`src/rtl/apu_fetch_pkg.sv`:
```
// Shared types and default sizing for the multi-channel sample fetcher.
package apu_fetch_pkg;

  localparam int unsigned DEF_CHANNELS   = 4;
  localparam int unsigned DEF_DATA_W     = 64;
  localparam int unsigned DEF_ADDR_W     = 29;
  localparam int unsigned DEF_LEN_W      = 16;
  localparam int unsigned DEF_FIFO_DEPTH = 4;

  typedef enum logic [1:0] {
    IDLE      = 2'd0,
    REQ       = 2'd1,
    WAIT_DATA = 2'd2
  } fetch_state_t;

endpackage

```
`src/rtl/chunk_fifo.sv`:
```
// Per-channel chunk buffer: synchronous FIFO with flush; flush beats push and pop.
module chunk_fifo #(
  parameter  int unsigned DATA_W     = 64,
  parameter  int unsigned FIFO_DEPTH = 4,
  localparam int unsigned PTR_W      = $clog2(FIFO_DEPTH),
  localparam int unsigned CNT_W      = PTR_W + 1
) (
  input  logic              i_clock,
  input  logic              i_reset,
  input  logic              i_push,
  input  logic [DATA_W-1:0] i_data,
  input  logic              i_pop,
  input  logic              i_flush,
  output logic [DATA_W-1:0] o_data,
  output logic [CNT_W-1:0]  o_count
);

  logic [DATA_W-1:0] r_mem [FIFO_DEPTH];
  logic [PTR_W-1:0]  r_wr_ptr;
  logic [PTR_W-1:0]  r_rd_ptr;
  logic [CNT_W-1:0]  r_count;
  logic              w_push;
  logic              w_pop;

  assign w_push = i_push && (r_count != CNT_W'(FIFO_DEPTH));
  assign w_pop  = i_pop && (r_count != '0);

  always_ff @(posedge i_clock) begin
    if (i_reset || i_flush) begin
      r_wr_ptr <= '0;
      r_rd_ptr <= '0;
      r_count  <= '0;
    end else begin
      if (w_push) r_wr_ptr <= r_wr_ptr + PTR_W'(1);
      if (w_pop)  r_rd_ptr <= r_rd_ptr + PTR_W'(1);
      case ({w_push, w_pop})
        2'b10:   r_count <= r_count + CNT_W'(1);
        2'b01:   r_count <= r_count - CNT_W'(1);
        default: r_count <= r_count;
      endcase
    end
  end

  // Storage needs no reset; validity is tracked by the count.
  always_ff @(posedge i_clock) begin
    if (w_push && !i_flush) r_mem[r_wr_ptr] <= i_data;
  end

  assign o_data  = r_mem[r_rd_ptr];
  assign o_count = r_count;

endmodule

```
`src/rtl/multi_sample_fetcher.sv`:
```
// Streams 64-bit sample chunks from memory into per-channel FIFOs through one
// shared, round-robin arbitrated read port with a single outstanding read.
module multi_sample_fetcher
  import apu_fetch_pkg::*;
#(
  parameter int unsigned CHANNELS   = DEF_CHANNELS,
  parameter int unsigned DATA_W     = DEF_DATA_W,
  parameter int unsigned ADDR_W     = DEF_ADDR_W,
  parameter int unsigned LEN_W      = DEF_LEN_W,
  parameter int unsigned FIFO_DEPTH = DEF_FIFO_DEPTH
) (
  input  logic                       i_clock,
  input  logic                       i_reset,
  input  logic [CHANNELS*ADDR_W-1:0] i_base,
  input  logic [CHANNELS*LEN_W-1:0]  i_length,
  input  logic [CHANNELS-1:0]        i_loop,
  input  logic [CHANNELS-1:0]        i_base_valid,
  output logic [CHANNELS-1:0]        o_base_ack,
  input  logic [CHANNELS-1:0]        i_stop,
  output logic [CHANNELS-1:0]        o_done,
  output logic [CHANNELS*DATA_W-1:0] o_chunk,
  output logic [CHANNELS-1:0]        o_chunk_valid,
  input  logic [CHANNELS-1:0]        i_chunk_ack,
  output logic [ADDR_W-1:0]          o_mem_addr,
  output logic                       o_mem_read_en,
  input  logic                       i_mem_wait,
  input  logic [DATA_W-1:0]          i_mem_data,
  input  logic                       i_mem_ack
);

  localparam int unsigned OWN_W  = (CHANNELS > 1) ? $clog2(CHANNELS) : 1;
  localparam int unsigned CNT_W  = $clog2(FIFO_DEPTH) + 1;
  localparam int unsigned CRED_W = CNT_W + 1;

  fetch_state_t      r_state;
  fetch_state_t      w_next_state;
  logic [OWN_W-1:0]  r_owner;
  logic [OWN_W-1:0]  r_rr_ptr;
  logic [ADDR_W-1:0] r_addr;
  logic [OWN_W-1:0]  w_grant;
  logic              w_grant_any;
  logic              w_ack_take;
  logic [CHANNELS-1:0] w_eligible;
  logic [ADDR_W-1:0] w_cur_addr [CHANNELS];

  assign w_ack_take = (r_state == WAIT_DATA) && i_mem_ack;

  // Per-channel stream state, credit check and chunk buffer.
  for (genvar g = 0; g < CHANNELS; g++) begin : g_ch
    logic              r_active;
    logic [ADDR_W-1:0] r_cur_addr;
    logic [LEN_W-1:0]  r_remaining;
    logic              r_done;
    logic [CNT_W-1:0]  w_count;
    logic [DATA_W-1:0] w_head;
    logic              w_inflight;
    logic              w_push;
    logic              w_arm;

    assign w_inflight = (r_state != IDLE) && (r_owner == OWN_W'(g));
    assign w_arm      = i_base_valid[g] && o_base_ack[g];
    assign w_push     = w_ack_take && w_inflight && r_active && !i_stop[g];

    always_ff @(posedge i_clock) begin
      if (i_reset) begin
        r_active    <= 1'b0;
        r_cur_addr  <= '0;
        r_remaining <= '0;
        r_done      <= 1'b0;
      end else begin
        r_done <= 1'b0;
        if (i_stop[g]) begin
          r_active <= 1'b0;
        end else if (w_push) begin
          if (r_remaining == LEN_W'(1)) begin
            if (i_loop[g]) begin
              r_cur_addr  <= i_base[g*ADDR_W +: ADDR_W];
              r_remaining <= i_length[g*LEN_W +: LEN_W];
            end else begin
              r_active <= 1'b0;
              r_done   <= 1'b1;
            end
          end else begin
            r_cur_addr  <= r_cur_addr + ADDR_W'(1);
            r_remaining <= r_remaining - LEN_W'(1);
          end
        end else if (w_arm) begin
          r_active    <= 1'b1;
          r_cur_addr  <= i_base[g*ADDR_W +: ADDR_W];
          r_remaining <= i_length[g*LEN_W +: LEN_W];
        end
      end
    end

    chunk_fifo #(
      .DATA_W    (DATA_W),
      .FIFO_DEPTH(FIFO_DEPTH)
    ) u_fifo (
      .i_clock(i_clock),
      .i_reset(i_reset),
      .i_push (w_push),
      .i_data (i_mem_data),
      .i_pop  (i_chunk_ack[g]),
      .i_flush(i_stop[g]),
      .o_data (w_head),
      .o_count(w_count)
    );

    // Credit = buffered chunks plus the read in flight, reserved at grant.
    assign w_eligible[g] = r_active && !i_stop[g] &&
                           ((CRED_W'(w_count) + CRED_W'(w_inflight)) < CRED_W'(FIFO_DEPTH));
    assign o_base_ack[g] = !i_reset && !r_active && !w_inflight;
    assign o_chunk[g*DATA_W +: DATA_W] = (w_count != '0) ? w_head : '0;
    assign o_chunk_valid[g] = (w_count != '0);
    assign o_done[g]        = r_done;
    assign w_cur_addr[g]    = r_cur_addr;
  end

  // Round-robin search starting at the channel after the last grant.
  always_comb begin
    w_grant_any = 1'b0;
    w_grant     = '0;
    for (int k = 0; k < int'(CHANNELS); k++) begin
      if (!w_grant_any && w_eligible[OWN_W'((int'(r_rr_ptr) + k) % int'(CHANNELS))]) begin
        w_grant_any = 1'b1;
        w_grant     = OWN_W'((int'(r_rr_ptr) + k) % int'(CHANNELS));
      end
    end
  end

  always_ff @(posedge i_clock) begin
    if (i_reset) r_state <= IDLE;
    else         r_state <= w_next_state;
  end

  always_comb begin
    w_next_state = r_state;
    case (r_state)
      IDLE:      if (w_grant_any) w_next_state = REQ;
      REQ:       if (!i_mem_wait) w_next_state = WAIT_DATA;
      WAIT_DATA: if (i_mem_ack)   w_next_state = IDLE;
      default:   w_next_state = IDLE;
    endcase
  end

  always_comb begin
    o_mem_read_en = 1'b0;
    o_mem_addr    = '0;
    if (r_state == REQ) begin
      o_mem_read_en = 1'b1;
      o_mem_addr    = r_addr;
    end
  end

  always_ff @(posedge i_clock) begin
    if (i_reset) begin
      r_owner  <= '0;
      r_rr_ptr <= '0;
      r_addr   <= '0;
    end else if ((r_state == IDLE) && w_grant_any) begin
      r_owner  <= w_grant;
      r_addr   <= w_cur_addr[w_grant];
      r_rr_ptr <= (w_grant == OWN_W'(CHANNELS - 1)) ? '0 : w_grant + OWN_W'(1);
    end
  end

endmodule

```
`config.mk`:
```
export PLATFORM = sky130hd
export DESIGN_NAME = multi_sample_fetcher
export DESIGN_NICKNAME = d
export VERILOG_FILES = /design/src/rtl/apu_fetch_pkg.sv /design/src/rtl/chunk_fifo.sv /design/src/rtl/multi_sample_fetcher.sv
export SDC_FILE = /design/constraint.sdc
export NUM_CORES = 2
export LEC_CHECK = 0
export BUFFER_PORTS_ARGS = -buffer_cell sky130_fd_sc_hd__buf_2
export CAP_MARGIN = 20
export CORE_MARGIN = 2
export CORE_UTILIZATION = 60
export DETAILED_ROUTE_END_ITERATION = 16
export PLACE_DENSITY = 0.77
export SETUP_SLACK_MARGIN = 0.4
export SLEW_MARGIN = 20
export SYNTH_ARGS = -nofsm -noshare
export SYNTH_HDL_FRONTEND = slang
export SYNTH_SLANG_ARGS = --single-unit
```
`constraint.sdc`:
```
create_clock -name i_clock -period 8.39 [get_ports i_clock]
set_input_delay 0.4195 -clock i_clock [delete_from_list [all_inputs] [get_ports i_clock]]
set_output_delay 0.4195 -clock i_clock [all_outputs]
set_load 0.01 [all_outputs]
```
==> metrics.md <==
| Metric | Value |
|---|---|
| Worst-Margin Slew | 1.113 ns |
| Min-Delay Path Class | input pin to flop |
| Layout cells sized above 1 | 0.2610 |
| Syn-to-layout area delta | 15.85% |
| Core ar. | 89600 sq um |
| Non-Filler Instances | 5498 |
| Site Rows | 110 |
| Clk Latency, worst-skew pair | 0.76 ns |
| DR vias | 35210 |
| Final setup TNS | 0 ns |
| Die Ht | 304.1 um |
| CTS HTree Levels | 4 |
| # nets final | 4517 |
| CTS Buf Count | 131 |
| Worst IR drop on VDD | 0.2940 mV |
| Mapped Avg Cell Area | 14.74 sq um |
| DIE AREA | 92460 sq um |
| Setup violation total in the final timing report | 0 |
| Syn_nets | 3966 |
| Final Hold Fails | 0 |
| Most frequent cells after synthesis | edfxtp_1, and2_1, dfxtp_1 |
| I/O Pins | 562 |
| Post-synth EDFFs | 1024 |
| Tmin final | 3.750 ns |
| Top cells by area, synth | edfxtp_1, mux4_2, dfxtp_1 |
| Netlist cell types | 74 |
| Main synth FF type | edfxtp_1 |
| RSZ-0062 raised after global routing | false |
| Max Cap Viol | 0 |
| FMAX | 266.7 MHz |
| Cells after Synth | 3666 |
| Placer Congestion | 0.9184 |
| Mapped Area | 54030 sq um |
| Max Root-Sink Buffers | 3 |
| Vias in the first global route | 34110 |
| Clock skew | 0.02964 ns |
| Synth top area share | 0.5691 |
| Via density | 6.404 |
| Avg WL per Cell | 27.33 um |
| GRT overflow | 0 |
| Routed Antenna Nets | 0 |
| Cells on worst reg2reg path | 5 |
| Synthesis-stage register bit count | 1283 |
| Largest net degree at the start of global routing | 93 |
| Status | finished, final reports clean |
| Pleak | 21.23 nW |
| Die X | 304.1 um |
| Cell with the most instances after synthesis | edfxtp_1 |
| Initial core utilization | 0.6030 |
| Max-slew violations | 0 |
| Post-synth ARST share | 0 |
| CTS Root Cell | clkbuf_16 |
| Initial antenna violation count | 9 |
| Clock sinks | 1283 |
| Drt first pass iters | 8 |
| 1st-iter DRT viols | 4188 |
| Slew HR | 0.2581 |
| Min-Delay Path Depth | 3 |
| Critical path class | flop to primary output |
| Post-synthesis sequential area ratio | 0.6651 |
| CTS clk-pin slew, worst paths | 0.06 ns |
| Arrival @ worst endpoint | 3.33 ns |
| PD cells | 210.9 nW/um^2 |
| # DRC | 0 |
| Port Buffers | 561 |
| HPWL after DPL | 90.63 mm |
| Tcrit/Tclk final | 0.4469 |
| Top cell type by total area after synthesis | edfxtp_1 |
| First-pass GRT wire length | 222.6 mm |
| Fill cells | 5861 |
| TritonCTS clock tree | built |
| Worst setup EP type | primary output |
| CTS-repair resized insts | 0 |
| GRT Total Usage | 0.3247 |
| Synth Warn # | 0 |
| CP Max Fanout | 34 |
| Final WL | 150.3 mm |
| Worst setup SP type | flop |
| Cells after DPL | 5209 |
| Worst path required time | 7.97 ns |
-- critical path, cell delays in order, from the launching register on --
cell and delay, ns:
dfxtp_4 0.81, buf_4 0.79, mux4_2 0.63, and2_1 0.19
buf_2 0.14
-- cells in the final DEF (no fill, tap or decap), types with 18 or more instances in the layout --
cell type,netlist,routed
dfxtp_1,259,251
o221ai_1,29,29
ha_1,32,32
nand3_1,73,73
a21o_1,23,22
buf_4,4,39
nand4_1,24,24
buf_2,29,560
mux2i_1,65,65
nor2_1,191,191
nor3_1,89,89
nand2_1,150,148
dlygate4sd3_1,0,48
clkbuf_16,0,134
and2_1,362,346
inv_1,55,55
a211oi_1,50,50
a31oi_1,30,30
and3_1,18,18
nand2b_1,20,20
or3_1,27,23
clkinv_1,1,19
clkbuf_1,165,29
edfxtp_1,1024,1024
o21ai_0,191,191
mux4_2,256,256
nor4_1,32,32
a21oi_1,200,199
-- registers in the layout (all words and copies together), names as in the netlist, named ones only --
name and flops:
g_ch.u_fifo.r_mem 1024, g_ch.r_cur_addr 116, g_ch.r_remaining 64, r_addr 29
g_ch.u_fifo.o_count 12, g_ch.u_fifo.r_rd_ptr 8, g_ch.u_fifo.r_wr_ptr 8, g_ch.r_active 4
g_ch.r_done 4, r_owner 2, r_rr_ptr 2, r_state 2
-- layer usage --
metal / routed length, um / vias up / GRT usage
met5: 32 / - / 0
met4: 5995 / 6 / 0.1289
met3: 14190 / 309 / 0.07020
met2: 75290 / 1934 / 0.5415
met1: 54740 / 17670 / 0.4191
li1: - / 15290 / -
-- logic make-up (layout without fill, tap and decap cells) --
| kind of cell | after synthesis | after routing | synth area share |
|---|---|---|---|
| compound gates | 647 | 647 | 0.07487 |
| flops | 1283 | 1283 | 0.6651 |
| other cells | 0 | 7 | 0 |
| buf+inv | 290 | 939 | 0.02195 |
| simple gates | 1062 | 1062 | 0.1058 |
| mux | 327 | 327 | 0.1200 |
| fa+ha+maj | 36 | 36 | 0.008893 |
| xor+xnor | 21 | 21 | 0.003404 |
-- cell type report --
type,instances,area [sq um],share of cell area
multi-input combinational,2093,17010,0.2717
tap,1176,1471,0.02351
clock buffer,171,3566,0.05697
sequential,1283,35960,0.5746
clock inverter,60,701.9,0.01121
timing repair buffer,652,3650,0.05831
antenna,7,17.52,0.0002799
inverter,56,210.2,0.003358
-- timing repair --
item	in CTS	in global routing
hold buffers	48	0
hold endpoints to repair	48	0
buffers inserted	0	0
-- metrics by stage --
stage	area [sq um]	hold slack, ns	util	setup WS, ns	power, mW
6_report	62590	0.03009	0.6986	4.640	13.20
5_1_grt	62580	0.02954	0.6985	4.410	13.53
4_1_cts	62510	0.0009173	0.6977	4.478	13.25
3_5_place_dp	57760	0.4381	0.6447	4.495	7.499
3_3_place_gp	57760	0.4343	0.6447	4.611	7.488
2_1_floorplan	54030	0.4241	-	4.790	7.275
-- report_power, final --
part / total (mW) / switching, mW / internal, mW
Clock: 5.80 / 2.49 / 3.31
Sequential: 6.95 / 0.0551 / 6.89
Combinational: 0.447 / 0.291 / 0.156
Total: 13.2 / 2.84 / 10.4
-- path summary, 6_finish.rpt --
check | from | end | slack (ns)
setup / recovery | flop | o_chunk[171] | 4.64
hold / removal | i_length[33] | g_ch[2].r_remaining[1] | 0.03
setup reg to reg | r_owner[1] | g_ch[2].u_fifo.r_mem[1][33] | 4.74
hold reg to reg | r_addr[7] | r_addr[7] | 0.46
(Power assumes the default switching activity.)
